===== config.mk =====
export PLATFORM = sky130hd
export DESIGN_NAME = multicycle_control
export DESIGN_NICKNAME = d
export VERILOG_FILES = /design/src/rtl/multicycle_control.sv
export SDC_FILE = /design/constraint.sdc
export NUM_CORES = 1
export LEC_CHECK = 0
export CORE_UTILIZATION = 36
export CTS_CLUSTER_DIAMETER = 30
export DETAILED_ROUTE_END_ITERATION = 12
export GPL_ROUTABILITY_DRIVEN = 0
export PLACE_DENSITY = 0.76
export SYNTH_ARGS = -nofsm -noshare
export SYNTH_HDL_FRONTEND = slang
export SYNTH_SLANG_ARGS = --single-unit
export TNS_END_PERCENT = 1

===== constraint.sdc =====
create_clock -name clk -period 2 [get_ports clk]
set_clock_uncertainty 0.2 [all_clocks]
set_input_delay 0.4 -clock clk [delete_from_list [all_inputs] [get_ports clk]]
set_output_delay 0.4 -clock clk [all_outputs]
set_load 0.01 [all_outputs]

===== src/rtl/multicycle_control.sv =====
// Multicycle RISC-V control unit: sequences fetch/decode/execute/memory/writeback,
// drives datapath selects and enables, and generates the ALU operation select.
module multicycle_control #(
  parameter logic [3:0] RESET_STATE = 4'd0
) (
  input  logic       clk,
  input  logic       rst,
  input  logic [6:0] op,
  input  logic [2:0] funct3,
  input  logic       funct7b5,
  input  logic       Zero,
  input  logic       mem_ready,
  output logic       PCWrite,
  output logic       AdrSrc,
  output logic       MemWrite,
  output logic       IRWrite,
  output logic [1:0] ResultSrc,
  output logic [1:0] ALUSrcA,
  output logic [1:0] ALUSrcB,
  output logic [1:0] ImmSrc,
  output logic [2:0] ALUControl,
  output logic       RegWrite,
  output logic       illegal_op,
  output logic [3:0] state_dbg
);

  typedef enum logic [3:0] {
    S_FETCH    = 4'd0,
    S_DECODE   = 4'd1,
    S_MEMADR   = 4'd2,
    S_MEMREAD  = 4'd3,
    S_MEMWB    = 4'd4,
    S_MEMWRITE = 4'd5,
    S_EXECUTER = 4'd6,
    S_ALUWB    = 4'd7,
    S_EXECUTEI = 4'd8,
    S_JAL      = 4'd9,
    S_BEQ      = 4'd10
  } state_t;

  typedef enum logic [1:0] {ALUOP_ADD, ALUOP_SUB, ALUOP_FUNCT} aluop_t;

  state_t state_q, state_d, cur_state;
  aluop_t alu_op;
  logic   pc_update, branch, legal_op;

  assign legal_op = (op == 7'b0000011) || (op == 7'b0100011) || (op == 7'b0110011) ||
                    (op == 7'b0010011) || (op == 7'b1101111) || (op == 7'b1100011);

  always_comb begin
    // NOTE: default first so every path assigns state_d and no latch is inferred.
    state_d = S_FETCH;
    case (state_q)
      S_FETCH:    state_d = mem_ready ? S_DECODE : S_FETCH;
      S_DECODE: begin
        case (op)
          7'b0000011, 7'b0100011: state_d = S_MEMADR;
          7'b0110011:             state_d = S_EXECUTER;
          7'b0010011:             state_d = S_EXECUTEI;
          7'b1101111:             state_d = S_JAL;
          7'b1100011:             state_d = S_BEQ;
          default:                state_d = S_FETCH;
        endcase
      end
      S_MEMADR:   state_d = op[5] ? S_MEMWRITE : S_MEMREAD;
      S_MEMREAD:  state_d = mem_ready ? S_MEMWB : S_MEMREAD;
      S_MEMWB:    state_d = S_FETCH;
      S_MEMWRITE: state_d = mem_ready ? S_FETCH : S_MEMWRITE;
      S_EXECUTER: state_d = S_ALUWB;
      S_EXECUTEI: state_d = S_ALUWB;
      S_ALUWB:    state_d = S_FETCH;
      S_JAL:      state_d = S_ALUWB;
      S_BEQ:      state_d = S_FETCH;
      default:    state_d = S_FETCH;
    endcase
  end

  always_ff @(posedge clk) begin
    // NOTE: non-blocking so the register updates race-free against other clocked logic.
    if (!rst) state_q <= state_t'(RESET_STATE);
    else      state_q <= state_d;
  end

  // While in reset, outputs decode as the reset state even before the clock edge.
  assign cur_state = rst ? state_q : state_t'(RESET_STATE);

  always_comb begin
    AdrSrc    = 1'b0;
    MemWrite  = 1'b0;
    IRWrite   = 1'b0;
    RegWrite  = 1'b0;
    ResultSrc = 2'b00;
    ALUSrcA   = 2'b00;
    ALUSrcB   = 2'b00;
    alu_op    = ALUOP_ADD;
    pc_update = 1'b0;
    branch    = 1'b0;
    case (cur_state)
      S_FETCH: begin
        ALUSrcB   = 2'b10;
        ResultSrc = 2'b10;
        IRWrite   = mem_ready;
        pc_update = mem_ready;
      end
      S_DECODE: begin
        ALUSrcA = 2'b01;
        ALUSrcB = 2'b01;
      end
      S_MEMADR: begin
        ALUSrcA = 2'b10;
        ALUSrcB = 2'b01;
      end
      S_MEMREAD:  AdrSrc = 1'b1;
      S_MEMWB: begin
        ResultSrc = 2'b01;
        RegWrite  = 1'b1;
      end
      S_MEMWRITE: begin
        AdrSrc   = 1'b1;
        MemWrite = 1'b1;
      end
      S_EXECUTER: begin
        ALUSrcA = 2'b10;
        alu_op  = ALUOP_FUNCT;
      end
      S_EXECUTEI: begin
        ALUSrcA = 2'b10;
        ALUSrcB = 2'b01;
        alu_op  = ALUOP_FUNCT;
      end
      S_ALUWB:    RegWrite = 1'b1;
      S_JAL: begin
        ALUSrcA   = 2'b01;
        ALUSrcB   = 2'b10;
        pc_update = 1'b1;
      end
      S_BEQ: begin
        ALUSrcA = 2'b10;
        alu_op  = ALUOP_SUB;
        branch  = 1'b1;
      end
      default: ;
    endcase
    // Write enables are suppressed for the whole time reset is held low.
    if (!rst) begin
      MemWrite  = 1'b0;
      IRWrite   = 1'b0;
      RegWrite  = 1'b0;
      pc_update = 1'b0;
      branch    = 1'b0;
    end
  end

  always_comb begin
    ALUControl = 3'b000;
    case (alu_op)
      ALUOP_SUB:   ALUControl = 3'b001;
      ALUOP_FUNCT: begin
        case (funct3)
          3'b000:  ALUControl = (op[5] && funct7b5) ? 3'b001 : 3'b000;
          3'b010:  ALUControl = 3'b101;
          3'b110:  ALUControl = 3'b011;
          3'b111:  ALUControl = 3'b010;
          default: ALUControl = 3'b000;
        endcase
      end
      default:     ALUControl = 3'b000;
    endcase
  end

  always_comb begin
    case (op)
      7'b0100011: ImmSrc = 2'b01;
      7'b1100011: ImmSrc = 2'b10;
      7'b1101111: ImmSrc = 2'b11;
      default:    ImmSrc = 2'b00;
    endcase
  end

  assign PCWrite    = pc_update || (branch && Zero);
  assign illegal_op = rst && (cur_state == S_DECODE) && !legal_op;
  assign state_dbg  = rst ? state_q : 4'd0;

endmodule


Word-level counts from Yosys, hierarchy flattened
Index checks and enable logic that the tools add are counted.
{"block": "word_totals", "word_cells": 78, "out_inout_bits": 21, "ff_bits": 4}
{"block": "op_classes", "n_reduce_logical": 23, "n_eq_ne": 28, "mux": 26}
{"cell": "equality test 4 x 3 -> 1 bit (second input constant)", "n": 6}
{"cell": "case mux 4 bit (6 select lines)", "n": 1}
{"cell": "equality test 4 bit (second input constant)", "n": 5}
{"cell": "case mux 4 bit (5 select lines)", "n": 1}
{"cell": "equality test 4 x 2 -> 1 bit (second input constant)", "n": 4}
{"cell": "case mux 2 bit (2 select lines)", "n": 4}
{"cell": "equality test 7 x 6 -> 1 bit (second input constant)", "n": 2}
{"cell": "equality test 7 bit (second input constant)", "n": 2}
{"cell": "two-way mux 1 bit", "n": 12}
{"cell": "case mux 3 bit (4 select lines)", "n": 1}
{"cell": "OR reduction 2 bit", "n": 6}
{"cell": "two-way mux 3 bit", "n": 3}
{"cell": "equality test 4 x 1 -> 1 bit (second input constant)", "n": 2}
{"cell": "zero test 4 bit", "n": 2}
{"cell": "equality test 7 x 2 -> 1 bit (second input constant)", "n": 1}
{"cell": "equality test 7 x 5 -> 1 bit (second input constant)", "n": 1}
{"cell": "equality test 3 bit (second input constant)", "n": 2}
{"cell": "logical OR 1 bit", "n": 6}
{"cell": "case mux 2 bit (3 select lines)", "n": 1}
{"cell": "case mux 3 bit (2 select lines)", "n": 1}
{"cell": "OR reduction 3 bit", "n": 2}
{"cell": "logical AND 1 bit", "n": 4}
{"cell": "two-way mux 4 bit", "n": 1}
{"cell": "OR reduction 4 bit", "n": 1}
{"cell": "other kinds (6)", "n": 6}

Logic depth before layout (Yosys ltp)
Gate-level depths: netlist of run 1.
{"block": "logic_depth", "depth_word": 8, "mapped_depth": 7, "depth_no_buf": 7}

Least setup slack after synthesis of run 1
Ideal clock, no wire load.
{"block": "synth_timing", "path_kind": "register to output", "startpoint": "register state_q[2]", "endpoint": "output ALUControl[2]", "path_slack_ns": -0.319, "n_path_buf": 1, "stages_incl_launch_ff": 6, "arrival_ns": 1.719, "cell_sequence": "dfxtp_1 buf_1 or3_1 a21oi_1 ha_1 nor4_1"}
{"block": "synth_via", "elab_chain_len": 6}
{"item": "start, declared", "line_no": "43", "rtl": "state_t state_q, state_d, cur_state;"}
{"item": "start signal, assigned", "line_no": "80", "rtl": "if (!rst) state_q <= state_t'(RESET_STATE);"}
{"item": "start signal, assigned", "line_no": "81", "rtl": "else state_q <= state_d;"}
{"item": "two-way mux 4 bit (*)", "line_no": "85", "rtl": "assign cur_state = rst ? state_q : state_t'(RESET_STATE);"}
{"item": "equality test 4 bit / equality test 4 x 3 -> 1 bit (equally long branches)", "line_no": "98", "rtl": "case (cur_state)"}
{"item": "OR reduction 2 bit (no source line)"}
{"item": "case mux 2 bit (2 select lines) (*)", "line_no": "98"}
{"item": "equality test 2 bit / equality test 2 x 1 -> 1 bit (equally long branches)", "line_no": "156", "rtl": "case (alu_op)"}
{"item": "case mux 3 bit (2 select lines) (*)", "line_no": "156"}
{"item": "end, declared", "line_no": "21", "rtl": "output logic [2:0] ALUControl,"}
Every way passes the cells marked *; elsewhere a longest branch is shown, timed or not.

Worst setup path in the final report of run 1
Same ends and word-level chain as after synthesis.

==> reports/metrics.csv, run 1 <==
metric,value,unit
status,"finished, violations left",
failing checks,negative setup slack,
CTS Buf Count,3,
Area contributors post-synth,"dfxtp_1 (11%), nor2_1 (5.2%), a21oi_1 (4.9%)",
ANT nets after route,0,
Final period util,1.190,
via count,1007,
Mapped Area,718.2,µm²
FF-to-FF path depth,7,
"Net Count, Synth",124,
WHS,0.3678,ns
Largest Register,state_q,
min-delay src,state_q[1],
Final Hold Fails,0,
Post-CTS Setup Inserts,0,
hold path depth,2,
total routed wirelength,2505,µm
CTS hold repair buffers,0,
IO Count,36,
vias per inst,5.164,
"Seq/Total Area, Yosys",0.1115,
"area leader, netlist",dfxtp_1,
Mean Syn Cell Area,6.712,µm²
minimum clock period,2.381,ns
Die W,46.67,µm
Critical Path Start Type,register,
"Slew Viols, Final",0,
Hold EP,state_q[2],
I/O Buffers,35,
maxcap violations,0,
DR pass1 iterations,4,
DIE AREA,2178,µm²
crit path max fanout,5,
pin count of the biggest net entering global routing,23,
via count of the first global-routing pass,948,
clk_lat worst skew,0.24,ns
met1 Use GR,0.2947,
Layout Nets,189,
min-delay worst type,register to register,
initial antenna violation count,0,
drt wl/cell,12.85,µm
Synth Instances,107,
clk root buf,clkbuf_4,
Synth warnings,0,
min setup slack post-route,-0.3807,ns
worst reg2reg setup slack,0.09,ns
met3 GRT Util,0.01569,
final setup violation count,8,
"FFs w/ async S/R, synth",0,
buffer depth of the longest clock path,2,
post-layout util,0.7632,
Die H,46.67,µm
Peak VDD IR,0.0003272,V
CP arrival,1.78,ns
DP HPWL,2013,µm
# diodes,0,
worst r2r dst,state_q[1],
CP Class,register to output pin,
number of synthesized register bits,4,
# DRC,0,
row count,15,
Pwr Density,236.6,nW/µm²
WP data required,1.40,ns
Rel. slew slack,0.8066,
Setup crit end kind,output pin,
highest clock rate,420.0,MHz
Syn-to-layout area delta,91.46,%
"Distinct cells, synth",46,
top cell type's share of synthesized area,0.1115,
H-tree levels,1,
GR peak layer,met2,
DRT iter0 DRCs,19,
Setup TNS,-1.437,ns
Worst Tran Pin Value,0.2874,ns
top flop regs,state_q: 4 flops,
"EDFF count, synth",0,
max reg flops,4,
CTS tree,built,
grt met2 use,0.4833,
Main synth FF type,dfxtp_1,
clock slew at reported path FFs,0.04,ns
first-pass GRT wire length,3988,µm
# clock sinks,4,
layout cells sized above 1,0.4824,
static leakage,0.6615,nW
Total Routing Usage GR,0.2540,
area of the core,1802,µm²
Reg-to-Reg Start,state_q[3],
RSZ-0062 raised after global routing,true,
Initial Util,0.3986,
pre-CTS setup slack,-1.050,ns
GRT overflow,0,
-- how the worst max path moves through the flow --
| stage | to | slack, ns | cells past startpoint | start |
|---|---|---|---|---|
| after floorplan | ALUControl[2] | -0.18 | 5 | state_q[2] |
| after global placement | ALUControl[2] | -0.96 | 6 | rst |
| after detailed placement | ALUControl[2] | -1.05 | 6 | rst |
| after CTS | ALUControl[2] | -0.39 | 5 | state_q[2] |
| after global routing | ALUControl[2] | -0.42 | 5 | state_q[2] |
| final | ALUControl[2] | -0.38 | 5 | state_q[2] |
-- stage by stage --
stage | instances | area [µm²] | total power, W
after CTS | 195 | 1353 | 0.0003210
after detailed placement | 192 | 1339 | 0.0002284
after global placement | 192 | 1339 | 0.0002242
after global routing | 195 | 1375 | 0.0003481
final | 195 | 1375 | 0.0003254
after floorplan | 107 | 769.5 | 0.0001377
-- cell usage after synthesis (2+ instances only) --
master	instances
nor2_1	10
nand2_1	8
a21oi_1	7
inv_1	7
a31oi_1	5
buf_2	5
nor3_1	5
o21ai_0	5
dfxtp_1	4
nand2b_1	4
nand3_1	4
nor4_1	4
xor2_1	3
a31o_2	2
and2_1	2
ha_1	2
-- critical path, cell delays in order, from the launching register on --
cell and delay (ns):
dfxtp_4 0.35, or3_4 0.40, a21oi_4 0.15, ha_4 0.23
nor4_4 0.24, buf_2 0.17
-- final cells by class --
cell class	count	area [µm²]
Multi-Input combinational cell	87	660.6
Timing Repair Buffer	68	543.0
Fill cell	143	426.7
Sequential cell	4	87.58
Tap cell	25	31.28
Inverter	8	30.03
Clock buffer	3	22.52
-- cell families (layout without fill, tap and decap cells) --
kind of cell               count (synthesis)  after routing  share of synthesized area
AOI/OAI and AO/OA                         26             26                     0.2317
xor gates and xnor gates                   4              4                    0.04879
adders and majority gates                  3              3                    0.05052
buffers and inverters                     16             79                    0.09755
DFF                                        4              4                     0.1115
and+or+nand+nor                           54             54                     0.4600
-- power by group --
group	total, W	switching [W]	leakage (nW)	internal, W
combinational	0.000143	0.0000625	0.613	0.0000805
sequential	0.0000832	0.00000235	0.0346	0.0000809
clock	0.0000992	0.0000321	0.0138	0.0000670
total	0.000325	0.0000970	0.661	0.000228
-- routing by layer --
| metal | routed length [µm] | part of all wire |
|---|---|---|
| met2 | 1346 | 0.54 |
| met5 | 0 | 0 |
| met1 | 1061 | 0.42 |
| met4 | 10 | 0.0040 |
| met3 | 86 | 0.034 |
-- layout by cell type, fill, tap and decap left out, types with 2 or more instances in the layout --
master and instances:
xor2_1 2, a31o_2 2, nand2b_1 4, nor2_1 8, clkbuf_4 3, buf_4 30
dlygate4sd2_1 9, nor2_2 2, clkdlybuf4s15_2 2, clkdlybuf4s50_1 6, a21oi_1 5, clkbuf_2 2
buf_2 13, nor4_1 3, dfxtp_2 3, o21ai_0 4, and2_1 2, inv_1 7
nand2_1 5, dlymetal6s2s_1 2, nor3_1 3, a31oi_1 5, nor3_2 2, nand3_1 4
nand2_2 2
-- timing repair --
item | 4_1_cts | 5_1_grt
setup endpoints to repair | 22 | 17
resized for setup | 84 | 22
gates cloned | 0 | 0
pin swaps | 6 | 1
(Power assumes the default switching activity.)
==> run 2, diff against run 1 <==
--- a/config.mk
+++ b/config.mk
@@ -5,6 +5,7 @@
 export SDC_FILE = /design/constraint.sdc
 export NUM_CORES = 1
 export LEC_CHECK = 0
+export ABC_CLOCK_PERIOD_IN_PS = 2000
 export CORE_UTILIZATION = 36
 export CTS_CLUSTER_DIAMETER = 30
 export DETAILED_ROUTE_END_ITERATION = 12
==> results of run 2 <==
Same layout as run 1: the final DEF is identical, and so are final timing and power.
